## src/rtl/dmem_arb_pkg.sv

```systemverilog
// Shared types and default sizing for the data-memory arbiter.
// The debug read port borrows the data-memory port from the CPU.
package dmem_arb_pkg;

    localparam int unsigned ADDR_W       = 8;
    localparam int unsigned DATA_W       = 32;
    localparam int unsigned STARVE_LIMIT = 16;
    localparam int unsigned CNT_W        = 8;

    typedef enum logic [1:0] {
        ST_IDLE  = 2'd0,
        ST_WAIT  = 2'd1,
        ST_GRANT = 2'd2,
        ST_ACK   = 2'd3
    } arb_state_t;

endpackage

```

## src/rtl/dmem_arbiter_starve_counter.sv

```systemverilog
// Saturating wait-cycle counter. Its terminal flag forces a debug grant
// once the CPU has held the memory port for too long.
module starve_counter #(
    parameter int unsigned LIMIT = dmem_arb_pkg::STARVE_LIMIT,
    parameter int unsigned W     = dmem_arb_pkg::CNT_W
) (
    input  logic         clk,
    input  logic         reset,
    input  logic         clear,
    input  logic         enable,
    output logic [W-1:0] count,
    output logic         terminal
);
    import dmem_arb_pkg::*;

    localparam logic [W-1:0] TERM = W'(LIMIT - 1);

    // Clear wins over enable; the count never moves past TERM.
    always_ff @(posedge clk) begin
        if (reset) begin
            count <= '0;
        end else if (clear) begin
            count <= '0;
        end else if (enable && (count != TERM)) begin
            count <= count + W'(1);
        end
    end

    assign terminal = (count == TERM);

endmodule

```

## src/rtl/dmem_arbiter.sv

```systemverilog
// Arbitrates the single data-memory port between the CPU and a debug reader.
// The CPU keeps priority; a waiting debug read is forced through after a bounded wait.
module dmem_arbiter #(
    parameter int unsigned ADDR_W       = dmem_arb_pkg::ADDR_W,
    parameter int unsigned DATA_W       = dmem_arb_pkg::DATA_W,
    parameter int unsigned STARVE_LIMIT = dmem_arb_pkg::STARVE_LIMIT
) (
    input  logic              clk,
    input  logic              reset,
    input  logic              cpu_req,
    input  logic              cpu_we,
    input  logic [ADDR_W-1:0] cpu_addr,
    input  logic [DATA_W-1:0] cpu_wdata,
    output logic [DATA_W-1:0] cpu_rdata,
    output logic              cpu_stall,
    input  logic              dbg_req,
    input  logic [ADDR_W-1:0] dbg_addr,
    output logic              dbg_ack,
    output logic [DATA_W-1:0] dbg_rdata,
    output logic              mem_we,
    output logic [ADDR_W-1:0] mem_addr,
    output logic [DATA_W-1:0] mem_wdata,
    input  logic [DATA_W-1:0] mem_rdata
);
    import dmem_arb_pkg::*;

    arb_state_t       state;
    logic [CNT_W-1:0] starve_cnt;
    logic             starve_term;
    logic             cnt_clear;
    logic             cnt_enable;
    logic             grant_c;

    // Counter only runs while a debug request is being held off by the CPU.
    assign cnt_clear  = (state != ST_WAIT);
    assign cnt_enable = (state == ST_WAIT) && dbg_req && cpu_req;

    starve_counter #(
        .LIMIT (STARVE_LIMIT),
        .W     (CNT_W)
    ) u_starve_counter (
        .clk      (clk),
        .reset    (reset),
        .clear    (cnt_clear),
        .enable   (cnt_enable),
        .count    (starve_cnt),
        .terminal (starve_term)
    );

    // Arbitration FSM with registered ack and captured debug data.
    always_ff @(posedge clk) begin
        if (reset) begin
            state     <= ST_IDLE;
            dbg_ack   <= 1'b0;
            dbg_rdata <= '0;
        end else begin
            dbg_ack <= 1'b0;
            case (state)
                ST_IDLE: begin
                    if (dbg_req) begin
                        state <= ST_WAIT;
                    end
                end
                ST_WAIT: begin
                    if (!dbg_req) begin
                        state <= ST_IDLE;
                    end else if (!cpu_req || starve_term) begin
                        state <= ST_GRANT;
                    end
                end
                ST_GRANT: begin
                    dbg_rdata <= mem_rdata;
                    dbg_ack   <= 1'b1;
                    state     <= ST_ACK;
                end
                ST_ACK: begin
                    state <= ST_IDLE;
                end
                default: begin
                    state <= ST_IDLE;
                end
            endcase
        end
    end

    // Reset forces the port back to the CPU even if the state register still says GRANT.
    assign grant_c = (state == ST_GRANT) && !reset;

    always_comb begin
        mem_addr  = cpu_addr;
        mem_wdata = cpu_wdata;
        mem_we    = cpu_req & cpu_we;
        cpu_stall = 1'b0;
        if (grant_c) begin
            mem_addr  = dbg_addr;
            mem_we    = 1'b0;
            cpu_stall = cpu_req;
        end
    end

    assign cpu_rdata = cpu_stall ? '0 : mem_rdata;

    logic unused_ok;
    assign unused_ok = ^starve_cnt;

endmodule

```

## config.mk

```make
export PLATFORM = sky130hd
export DESIGN_NAME = dmem_arbiter
export DESIGN_NICKNAME = d
export VERILOG_FILES = /design/src/rtl/dmem_arb_pkg.sv /design/src/rtl/dmem_arbiter_starve_counter.sv /design/src/rtl/dmem_arbiter.sv
export SDC_FILE = /design/constraint.sdc
export NUM_CORES = 1
export LEC_CHECK = 0
export ABC_AREA = 1
export BUFFER_PORTS_ARGS = -buffer_cell sky130_fd_sc_hd__buf_2
export CAP_MARGIN = 30
export CORE_MARGIN = 1
export CORE_UTILIZATION = 41
export CTS_BUF_LIST = sky130_fd_sc_hd__clkbuf_4
export CTS_CLUSTER_SIZE = 24
export DETAILED_ROUTE_END_ITERATION = 8
export PLACE_DENSITY = 0.84
export SLEW_MARGIN = 40
export SYNTH_ARGS = -nofsm -noshare
export SYNTH_HDL_FRONTEND = slang
export SYNTH_HIERARCHICAL = 1
export SYNTH_SLANG_ARGS = --single-unit
```

## constraint.sdc

```tcl
create_clock -name clk -period 1.7 [get_ports clk]
set_clock_uncertainty 0.05 [all_clocks]
set_input_delay 0.34 -clock clk [delete_from_list [all_inputs] [get_ports clk]]
set_output_delay 0.34 -clock clk [all_outputs]
set_load 0.005 [all_outputs]
```

After elaboration in Yosys (flattened, before gate mapping)
Index checks and enable logic that the tools add are counted.
W data, S select, Z words.
Operators by class
  add/subtract/negate cells: 1
  eq/ne operators: 8
  mux-type cells: 9
  bitwise logic cells: 1
  reduce and logical (&&, ||, !) cells: 10
Operators with widths (count)
  $mux W32: 1
  $add A8 B1 Y8 const B: 1
  $eq A8 B4 Y1 const B: 1
  $mux W8: 1
  $ne A8 B4 Y1 const B: 1
  $pmux W2 S4: 1
  $mux W2: 3
  $eq A2 B2 Y1 const B: 2
  $logic_and A1 B1 Y1: 4
  $mux W1: 3
  $ne A3 B2 Y1 const B: 1
  $eq A2 B1 Y1 const B: 1
  $logic_not A1 Y1: 2
  $logic_not A2 Y1: 1
  $ne A2 B1 Y1 const B: 1
  $ne A2 B2 Y1 const B: 1
  $reduce_and A2 Y1: 1
  $reduce_or A2 Y1: 1
  $and A1 B1 Y1: 1
  $logic_or A1 B1 Y1: 1
Storage, ports and cells
  register bits after elaboration: 43
  input bits: 85
  output and inout port bits: 107
  word-level logic and storage cells: 33

Depth between registers and ports, before layout
Gate-level depths: netlist (run 1).
  depth in word-level cells: 5
  mapped depth: 9
  depth with buffers taken out: 8

Hierarchy
The synthesis (run 1) kept the hierarchy.
Modules (own cells, without submodules)
  dmem_arbiter: instances 1, cells an instance 321, area each 2018.2 µm², sequential area each 700.7 µm²
  starve_counter: instances 1, cells an instance 67, area each 426.7 µm², sequential area each 160.2 µm²

Worst setup path before layout (run 1)
OpenSTA, ideal clock, no wires.
  path kind: register to register
  from: register (tool-made name)
  to: register u_starve_counter.count[5]
  setup time: 0.113 ns
  data arrival time: 1.325 ns
  required time: 1.537 ns
  path slack: 0.212 ns
  cell stages (with the launch flop): 10
  path buffers: 1
  period minus slack after synthesis: 1.488 ns
  cells stage by stage: dfxtp_1 -> buf_4 -> inv_1 -> nand3_1 -> nor2_1 -> inv_1 -> nor3_1 -> nand2_1 -> nand2_1 -> nor2_1
RTL lines
  to (signal assigned): RTL line dmem_arbiter_starve_counter.sv:25  | count <= count + W'(1);
  to (decl): RTL line dmem_arbiter_starve_counter.sv:11  | output logic [W-1:0] count,

Worst setup path after layout (run 1)
  from: register state[0]
  to: output cpu_rdata[28]
Between the ends
  word-level cells in the longest chain between the ends: 4
Ends and longest elaborated chain
  from (decl): RTL line dmem_arbiter.sv:27  | arb_state_t state;
  from (signal assigned): RTL line dmem_arbiter.sv:53  | state <= ST_IDLE;
  from (signal assigned): RTL line dmem_arbiter.sv:61  | state <= ST_WAIT;
  from (signal assigned): RTL line dmem_arbiter.sv:66  | state <= ST_IDLE;
  $eq A2 B2 Y1: RTL line dmem_arbiter.sv:87  | assign grant_c = (state == ST_GRANT) && !reset;
  $logic_and A1 B1 Y1: RTL line dmem_arbiter.sv:87
  $mux W1: RTL line dmem_arbiter.sv:94  | if (grant_c) begin
  $mux W32: RTL line dmem_arbiter.sv:101  | assign cpu_rdata = cpu_stall ? '0 : mem_rdata;
  to (decl): RTL line dmem_arbiter.sv:14  | output logic [DATA_W-1:0] cpu_rdata,
No other way between the ends.

==> results.md, run 1 <==
* Post-Place Setup Slack at ~0.14 ns
* CP Class: reg2out
* Total number of vias at between 2000 and 3000
* Port bufs at around 130
* Nature of the critical path startpoint: register
* Mux contribution to synthesized area at 0
* Synthesized-area fraction occupied by adder cells at 0.00512
* Final Critical Period at between 1.5 and 2 ns
* Synthesized area at ~2400 um2
* Num CTS Buffers at 5
* Largest net degree at the start of global routing at 35
* Crit path max-delay family: buffers and inverters
* Area after DPL at roughly 2900 um2
* Synth top cells by count: nor2_1, nand2_1, dfxtp_1, nand3_1, inv_1
* Clock Pin Slew Worst Setup and Hold Paths at about 0.12 ns
* Pre-Repair DR Iteration Count at 4
* Max stage delay on crit path at 0.35 ns
* I/O pin total at roughly 190
* Finished Cell Area at roughly 3200 um2
* Max-slew violation count at 0
* Core Util, Final at 0.572
* Num rows at 27
* Vias per inst at 4.71
* Most common cell in the netlist: nor2_1
* Wire length per cell at ~12 um
* Leak Pwr at 1.71 nW
* Number of global-route vias before repair at 2436
* XOR/XNOR Fraction of Synth Area at 0.00358
* Post-route ant nets at 0
* Worst setup EP type: primary output
* Fin. Hold Viols at 0
* Largest cells by area after synthesis: dfxtp_1, nor2_1, nand2_1
* Combinational family with the most area after synthesis: simple AND/OR/NAND/NOR gates
* H-tree depth at 2
* Share of layout cells above drive strength 1 at 0.382
* Placed Cells at 548
* N_diodes at 0
* Layout Nets at slightly below 600
* Post-synth EDFFs at 0
* Non-Filler Instances at between 500 and 600
* Status: complete, but fails checks
* Fmax at between 500 and 600 MHz
* Post-synthesis compound-gate area fraction at 0.0154
* Core area at ~5600 um2
* Failing checks: negative setup slack
* First-pass GRT wire length at around 10000 um
* Max-slew headroom at 0.765
* Power density over cell area at just under 600 nW/um2
* Initial antenna violation count at 0
* Area Growth Syn to Fin at 31.9%
* Synth Register Bits at 43
* Max-cap check violation count at 0
* Total Routing Usage GR at 0.209
* Final hold slack at 0.240 ns
* Synth Area in Simple Gates at 0.408
* Crit-path slowest cell: dfxtp_2
* Post-synth top area share at 0.352
* Critical Path RT at approximately 1.3 ns
* Drt initial violations at 141
* Total grt overflow at 0
* Synth Instances at 388
* Worst skew pair latency at 0.35 ns
* Hold/Removal Path Class: in2reg
* Die Height at ~80 um
* Synth Flop Type: dfxtp_1
* VDD IR max at roughly 0.00033 V
* Detail Placement HPWL at between 4000 and 5000 um
* CTS Sinks at 43
* Seq/Total Area, Yosys at 0.352
* Remaining routing DRC violations at 0
* Critical Path AT at around 1.4 ns
* Post-synth top area cell: dfxtp_1
* Worst slew pin tran at approximately 0.35 ns
* Tcrit/Tclk final at 1.07
* Die ar. at between 6000 and 7000 um2
* Chip width at between 70 and 80 um
* CTS tree: yes
* Worst-path cell chain: inv_4, nand3_4, nor2_4, buf_6, clkbuf_16, nor2_1, buf_2
* Final setup violation count at 38
* Synth Warn # at 6
* Post-synthesis cell type count at 22
* Root Driver: clkbuf_4
* Ys async rst share at 0
* Worst path bufs/invs at 4
* Clock Path Buffers at 2
* Setup_tns at -3.06 ns
* Unrepaired setup endpoints after global routing: true
* Initial Util at 0.433
* Syn avg cell area at 6.30 um2
* Final WS setup at -0.112 ns
* Post-Syn Nets at 474
* GP Congestion at around 0.83
* WL final at around 7000 um
* Total Power at around 1.9 mW
* CP Max Fanout at 8
## where the power goes
part | total, mW | internal, mW | switching [mW]
Combinational | 0.384 | 0.183 | 0.201
Clock | 0.478 | 0.154 | 0.324
Sequential | 1.05 | 1.04 | 0.0154
## kinds of logic after synthesis
group	count (synthesis)
DFF	43
xor gates and xnor gates	1
buffers and inverters	93
adders and majority gates	1
AOI/OAI and AO/OA	7
and+or+nand+nor	243
## area by class of cell
class	count	area, um2
sequential	43	866
clock inverter	3	15.0
timing repair buffer	149	895
multi-input combinational	253	1150
inverter	44	168
fill	551	2420
clock buffer	5	37.5
tap	72	90.1
## placed cells by master, fill, tap and decap left out, drive strengths merged
master / count
buf: 147
nor2: 122
nand2: 75
nand3: 45
inv: 44
dfxtp: 43
clkbuf: 7
o21ai: 3
a21oi: 3
clkinv: 3
nor3: 1
xnor2: 1
nand3b: 1
a21boi: 1
ha: 1
## worst register-to-register path: stages, from the launching register on
cell and delay, ns:
dfxtp_4 0.37, buf_4 0.15, inv_1 0.09, nand3_1 0.11, nor2_2 0.12, inv_1 0.11
nor3_2 0.27, nand2_1 0.09, nand2_1 0.07, nor2_1 0.04
## metal layers
| layer | vias up | part of all wire | global-route usage | wire [um] |
|---|---|---|---|---|
| met1 | 1200 | 0.42 | 0.238 | 2910 |
| met2 | 112 | 0.50 | 0.371 | 3520 |
| met3 | 12 | 0.068 | 0.0563 | 478 |
| met5 | - | 0 | 0 | 0 |
| li1 | 1354 | - | - | - |
| met4 | 0 | 0.012 | 0.0727 | 86 |
## repair_timing
| item | in CTS | in global routing |
|---|---|---|
| gates cloned | 2 | 2 |
| pin swaps | 5 | 4 |
| hold buffers | 0 | 0 |
| resized for setup | 15 | 22 |
| setup buffers | 9 | 1 |
| endpoints found under the setup margin | 42 | 45 |
## worst paths after layout
check / startpoint / endpoint / slack [ns] / cells past startpoint
setup / recovery: state[0] / cpu_rdata[28] / -0.11 / 7
hold / removal: dbg_req / state[0] / 0.24 / 3
setup reg to reg: register / u_starve_counter/count[5] / 0.16 / 9
hold reg to reg: dbg_rdata[30] / dbg_rdata[30] / 0.44 / 2
## state kept, by name, indices dropped and copies added, names as in the netlist, named ones only
name	count
u_starve_counter/count	8
state	1
dbg_rdata	32
dbg_ack	1
Note: power is estimated with default switching activity, not from simulation.
==> inputs of run 2 (changes only) <==
--- a/config.mk
+++ b/config.mk
@@ -10,7 +10,7 @@
 export CAP_MARGIN = 30
 export CORE_MARGIN = 1
 export CORE_UTILIZATION = 41
-export CTS_BUF_LIST = sky130_fd_sc_hd__clkbuf_4
+export CTS_BUF_LIST = sky130_fd_sc_hd__clkbuf_8
 export CTS_CLUSTER_SIZE = 24
 export DETAILED_ROUTE_END_ITERATION = 8
 export PLACE_DENSITY = 0.84
==> run 2 against run 1 <==
Against the previous run: the flow still finishes with violations (negative setup slack); setup slack improved by 0.066 ns; routed wire length is 0.23% higher; critical path depth unchanged; fmax increased by 3.8%; highest routed layer unchanged; count of clock-buffer cells in the layout unchanged; combinational power about the same; sequential power about the same.
==> results.md, run 2 (synthesis gave the netlist of run 1 again) <==
* Status: complete, but fails checks
* Failing checks: negative setup slack
* N_diodes at 0 (unchanged)
* Final Critical Period at 1.75 ns (-0.0664 ns)
* Flop pwr share at 0.511 (-0.038)
* Remaining routing DRC violations at 0 (unchanged)
* Wire length per cell at 12.4 um (+0.58%)
* Initial Util at 0.433 (unchanged)
* CTS tree: yes
* Max-cap check violation count at 0 (unchanged)
* Fin. Hold Viols at 0 (unchanged)
* I/O pin total at 192 (unchanged)
* Clock group share of total power at 0.303 (+0.053)
* Largest net degree at the start of global routing at 35 (unchanged)
* Area after DPL at 2900 um2 (unchanged)
* Worst setup EP type: primary output
* Detail Placement HPWL at 4590 um (unchanged)
* Fmax at 573 MHz (+3.8%)
* First-pass GRT wire length at 10400 um (about the same)
* Multi-input logic area at 1140 um2 (-1.3%)
* Leak Pwr at 1.73 nW (+1.1%)
* Max-slew headroom at 0.776 (+0.0106)
* NetSw at 0.556 mW (+2.8%)
* Non-Filler Instances at 567 (-0.35%)
* Drt initial violations at 142 (+0.71%)
* Crit-path slowest cell: dfxtp_2
* Core area at 5640 um2 (unchanged)
* Port bufs at 127 (unchanged)
* Die Height at 79.2 um (unchanged)
* WL final at 7010 um (+0.23%)
* CP Class: reg2out
* Comb pwr share at 0.186 (-0.015)
* Worst R2R Setup Slack at 0.11 ns (-0.05 ns)
* Largest Register: dbg_rdata
* Clock Pin Slew Worst Setup and Hold Paths at 0.08 ns (-0.04 ns)
* Worst slew pin tran at 0.337 ns (-0.0160 ns)
* Layout Nets at 580 (-0.34%)
* P_int at 1.50 mW (+9.1%)
* Number of global-route vias before repair at 2419 (-0.70%)
* Max-slew violation count at 0 (unchanged)
* Worst skew pair latency at 0.29 ns (-0.06 ns)
* Clock Path Buffers at 2 (unchanged)
* Final setup violation count at 30 (-21%)
* Finished Cell Area at 3230 um2 (+0.16%)
* Storage element area at 866 um2 (unchanged)
* Max stage delay on crit path at 0.34 ns (about the same)
* Pre-Repair DR Iteration Count at 4 (unchanged)
* Critical Path RT at 1.31 ns (about the same)
* Die ar. at 6280 um2 (unchanged)
* Placed Cells at 548 (unchanged)
* Share of layout cells above drive strength 1 at 0.374 (-0.00856)
* Nature of the critical path startpoint: register
* GP Congestion at 0.833 (unchanged)
* Total Routing Usage GR at 0.209 (+0.000678)
* Hold/Removal Path Class: in2reg
* Max reg flops at 32 (unchanged)
* Vias per inst at 4.70 (-0.13%)
* Critical Path AT at 1.36 ns (-0.06 ns)
* Area Growth Syn to Fin at 32.1%
* Worst-path cell chain: inv_4, nand3_4, nor2_4, buf_6, clkbuf_16, nor2_1, buf_2
* Final WS setup at -0.0456 ns (+0.0664 ns)
* Root Driver: clkbuf_8
* Total number of vias at 2665 (-0.49%)
* Post-route ant nets at 0 (unchanged)
* CTS Hold Bufs at 0 (unchanged)
* Fillers at 549 (-0.36%)
* Most frequent cells in the layout: buf_2, nor2_1, nand2_1
* H-tree depth at 2 (unchanged)
* CP Max Fanout at 8 (unchanged)
* Num rows at 27 (unchanged)
* Tcrit/Tclk final at 1.03 (-0.0391)
* Power density over cell area at 636 nW/um2 (+7.2%)
* Unrepaired setup endpoints after global routing: true
* Largest regs: dbg_rdata: 32 flops, u_starve_counter/count: 8 flops
* Commonest non-fill, non-tap cell in the layout: buf_2
* VDD IR max at 0.000335 V (+0.98%)
* CTS Sinks at 43 (unchanged)
* Total grt overflow at 0 (unchanged)
* Net Sw Frac at 0.271 (-0.0120)
* Initial antenna violation count at 0 (unchanged)
* Chip width at 79.2 um (unchanged)
* Num CTS Buffers at 5 (unchanged)
## run 2: changes by cell type in the layout (fill, tap and decap cells not counted), sizes merged
cell and change:
buf -1, nor2 -1
## run 2: area by class of cell
cell class / instances / area share
clock inverters: 3 / 0.00465
repair buffers: 148 / 0.274
flip-flops and latches: 43 / 0.268
well taps: 72 / 0.0279
clock buffers: 5 / 0.0213
inverters: 44 / 0.0519
multi-input cells: 252 / 0.353
## run 2: per-stage QoR
step                      hold slack (ns)   util  power [mW]  setup TNS [ns]  setup WS [ns]
final                               0.269  0.572        2.05          -0.833        -0.0456
after global routing                0.270  0.572        2.17           -3.58         -0.109
after CTS                           0.253  0.549        2.06           -1.73        -0.0748
after detailed placement            0.420  0.513        1.42               0          0.143
after global placement              0.409  0.513        1.41               0          0.173
after floorplan                     0.403      -        1.31               0          0.212
## run 2: path summary, 6_finish.rpt
kind	startpoint	cells past startpoint	to
setup / recovery	state[0]	7	cpu_rdata[28]
hold / removal	reset	2	dbg_ack
setup reg to reg	register	9	u_starve_counter/count[7]
hold reg to reg	dbg_rdata[22]	2	dbg_rdata[22]
## run 2: worst max-delay path, delay by kind of cell (launching register included)
family,cells,cell delay [ns]
DFF,1,0.34
buffers and inverters,4,0.48
and+or+nand+nor,3,0.24
## run 2: layer usage
metal / global-route usage / vias up / part of all wire
met4: 0.0764 / 0 / 0.013
met1: 0.236 / 1180 / 0.42
met3: 0.0552 / 11 / 0.070
li1: - / 1349 / -
met5: 0 / - / 0
met2: 0.374 / 125 / 0.50
## run 2: repair_timing
item	CTS	global route
endpoints found under the setup margin	40	44
setup buffers	7	1
pin swaps	2	2
gates resized for setup	8	24
gates cloned	1	2
## run 2: power groups by stage
| stage | Sequential [mW] | Clock (mW) | Combinational (mW) |
|---|---|---|---|
| final | 1.05 | 0.622 | 0.381 |
| after CTS | 1.05 | 0.645 | 0.363 |
| after floorplan | 1.08 | 0 | 0.237 |
| after detailed placement | 1.07 | 0 | 0.345 |
| after global placement | 1.07 | 0 | 0.337 |
| after global routing | 1.05 | 0.688 | 0.428 |
==> inputs of run 3 (changes only) <==
--- a/config.mk
+++ b/config.mk
@@ -5,14 +5,15 @@
 export SDC_FILE = /design/constraint.sdc
 export NUM_CORES = 1
 export LEC_CHECK = 0
-export ABC_AREA = 1
+export ABC_AREA = 0
 export BUFFER_PORTS_ARGS = -buffer_cell sky130_fd_sc_hd__buf_2
 export CAP_MARGIN = 30
 export CORE_MARGIN = 1
-export CORE_UTILIZATION = 41
+export CORE_UTILIZATION = 40
 export CTS_BUF_LIST = sky130_fd_sc_hd__clkbuf_8
 export CTS_CLUSTER_SIZE = 24
 export DETAILED_ROUTE_END_ITERATION = 8
+export MAX_ROUTING_LAYER = met4
 export PLACE_DENSITY = 0.84
 export SLEW_MARGIN = 40
 export SYNTH_ARGS = -nofsm -noshare
==> constraint.sdc (replaced) <==
create_clock -name clk -period 1.85 [get_ports clk]
set_clock_uncertainty 0.05 [all_clocks]
set_input_delay 0.37 -clock clk [delete_from_list [all_inputs] [get_ports clk]]
set_output_delay 0.37 -clock clk [all_outputs]
set_load 0.005 [all_outputs]
==> run 3 against run 2 <==
Against the previous run: total power decreased by 10%; critical path type unchanged; non-clock buffer count down 8; sequential power shrank 9.6%; area after synthesis shrank 5.8%; via count fell by 17%; largest cell class unchanged; routed wire length fell by 16%; the flow still finishes with violations (negative setup slack); synthesized cell count down 27%.
==> results.md, run 3 <==
* Largest cells by area after synthesis: dfxtp_1, buf_4, nand2_1
* Post-synth EDFFs at 0 (unchanged)
* VDD IR max at 0.000319 V (-4.9%)
* Failing checks: negative setup slack
* H-tree depth at 2 (unchanged)
* Total grt overflow at 0 (unchanged)
* Synth Flop Type: dfxtp_1
* Clock Path Buffers at 2 (unchanged)
* CTS Sinks at 43 (unchanged)
* Post-route ant nets at 0 (unchanged)
* Final setup violation count at 35 (+17%)
* Die Height at 77.9 um (-1.7%)
* Most frequent cells in the layout: buf_2, nand2_1, dfxtp_1
* CTS tree: yes
* Critical Path RT at 1.43 ns (+0.12 ns)
* Die ar. at 6070 um2 (-3.3%)
* Nature of the critical path startpoint: register
* Commonest non-fill, non-tap cell in the layout: buf_2
* CP Max Fanout at 9 (+1)
* Setup_tns at -1.28 ns (-0.452 ns)
* Drt initial violations at 65 (-54%)
* Synth Warn # at 6 (unchanged)
* CTS Hold Bufs at 0 (unchanged)
* CP Class: reg2out
* Ys async rst share at 0 (unchanged)
* Remaining routing DRC violations at 0 (unchanged)
* Seq/Total Area, Yosys at 0.374 (+0.0216)
* Clock Pin Slew Worst Setup and Hold Paths at 0.08 ns (about the same)
* Fin. Hold Viols at 0 (unchanged)
* Max-cap check violation count at 0 (unchanged)
* Largest Register: dbg_rdata
* GP Congestion at 0.915 (+9.8%)
* Worst-path cell chain: nand2b_4, nor3b_4, buf_6, buf_8, nor2b_1, buf_2
* Critical Path AT at 1.48 ns (+0.12 ns)
* Port bufs at 127 (unchanged)
* Post-synth top area cell: dfxtp_1
* Worst slew pin tran at 0.338 ns (+0.00167 ns)
* Max-slew violation count at 0 (unchanged)
* Worst setup EP type: primary output
* Most common cell in the netlist: nand2_1
* Crit path max-delay family: simple AND/OR/NAND/NOR gates
* Num CTS Buffers at 5 (unchanged)
* Synth Instances at 283 (-27%)
* Hold/Removal Path Class: in2reg
* Number of global-route vias before repair at 1941 (-20%)
* Crit-path slowest cell: dfxtp_4
* Post-synthesis cell type count at 36 (+64%)
* Max-slew headroom at 0.775 (-0.00111)
* Area Growth Syn to Fin at 31.9%
* Total number of vias at 2210 (-17%)
* Worst path bufs/invs at 3 (-1)
* Share of layout cells above drive strength 1 at 0.449 (+0.0753)
* Final WS setup at -0.0488 ns (-0.00321 ns)
* Unrepaired setup endpoints after global routing: true
* Detail Placement HPWL at 3960 um (-14%)
* Max reg flops at 32 (unchanged)
* Final Critical Period at around 1.9 ns
* Fillers at 518 (-5.6%)
* Synth top cells by count: nand2_1, dfxtp_1, a21oi_1, buf_4, nor2b_1
* Initial antenna violation count at 0 (unchanged)
* Synthesized area at 2300 um2 (-5.8%)
* Largest net degree at the start of global routing at 34 (-2.9%)
* Syn avg cell area at 8.14 um2 (+29%)
* Power density over cell area at 608 nW/um2 (-4.3%)
* Leak Pwr at 1.41 nW (-19%)
* Num rows at 27 (unchanged)
* N_diodes at 0 (unchanged)
* Pre-Repair DR Iteration Count at 4 (unchanged)
* WL final at 5910 um (-16%)
* Chip width at 77.9 um (-1.7%)
* I/O pin total at 192 (unchanged)
* Core area at 5540 um2 (-1.8%)
* Largest regs: dbg_rdata: 32 flops, u_starve_counter/count: 8 flops
* First-pass GRT wire length at 8860 um (-15%)
* Vias per inst at 4.86 (+3.3%)
* Wire length per cell at 13.0 um (+5.1%)
* Post-Syn Nets at 369 (-22%)
* Initial Util at 0.416 (-0.0176)
* Worst skew pair latency at 0.28 ns (about the same)
* Status: complete, but fails checks
* Synth Register Bits at 43 (unchanged)
* Post-synth top area share at 0.374 (+0.0216)
* Root Driver: clkbuf_8
* Layout Nets at 468 (-19%)
* Fmax at 527 MHz
* Tcrit/Tclk final at 1.03
* Post-Place Setup Slack at 0.143 ns (-0.000291 ns)
* Max stage delay on crit path at 0.35 ns (about the same)
* Total Routing Usage GR at 0.193 (-0.0164)
==> run 3: cell types whose count changed in the layout (fill, tap and decap cells not counted), moves of 8 or more <==
cell,previous run,this run
nor2_1,101,3
nand3_1,43,3
inv_1,41,3
a21oi_1,3,37
nor2b_1,0,31
nor2_2,16,0
buf_6,2,11
mux2_4,0,8
==> run 3: power by group <==
| group | internal (mW) | total, mW | leakage (nW) | switching (mW) |
|---|---|---|---|---|
| sequential | 0.941 | 0.949 | 0.348 | 0.00858 |
| combinational | 0.153 | 0.274 | 1.00 | 0.122 |
| clock | 0.335 | 0.624 | 0.0557 | 0.289 |
==> run 3: per-layer routing <==
metal,global-route usage,up-vias,part of all wire
met1,0.197,996,0.39
met4,0.0868,0,0.020
met3,0.0459,12,0.075
met5,-,-,0
met2,0.348,107,0.52
li1,-,1095,-
==> run 3: timing repair <==
action	4_1_cts	5_1_grt
setup endpoints to repair	41	41
gates resized for setup	19	17
setup buffers	3	1
pin swaps	2	3
gates cloned	2	2
==> run 3: worst min-delay path: stages <==
cell and delay (ns):
buf_2 0.10, nand2_1 0.04, a21oi_1 0.05
==> run 3: cells by family (layout without fill, tap and decap cells) <==
family	Yosys count	after routing	synth area share
AND/OR/NAND/NOR	131	132	0.300
adder cells (fa/ha/maj)	1	1	0.00543
buffers and inverters	51	150	0.149
AO/OA/AOI/OAI	46	46	0.119
flip-flops	43	43	0.374
multiplexers	11	11	0.0521
==> run 3: worst paths after layout <==
check	from	endpoint	slack (ns)	cells past startpoint
max	state[0]	cpu_rdata[1]	-0.05	6
min	mem_rdata[3]	dbg_rdata[3]	0.27	3
max reg2reg	u_starve_counter/count[4]	register	0.15	5
min reg2reg	dbg_rdata[5]	dbg_rdata[5]	0.40	2
==> run 3: metrics by stage <==
stage               power (mW)   util  cell area, um2  hold WS [ns]  instances
finish                    1.85  0.548            3040         0.270        455
global route              1.96  0.548            3040         0.267        455
global placement          1.21  0.500            2770         0.390        441
CTS                       1.88  0.543            3010         0.265        454
detailed placement        1.22  0.500            2770         0.394        441
floorplan                 1.13      -            2300         0.403        283
==> run 3: final cells by class <==
class                           instances  area, um2  area share
Tap cell                               72       90.1      0.0297
Timing Repair Buffer                  140        815       0.268
Multi-Input combinational cell        190       1160       0.382
Clock buffer                            7       96.3      0.0317
Sequential cell                        43        866       0.285
Clock inverter                          1       3.75     0.00124
Inverter                                2       7.51     0.00247
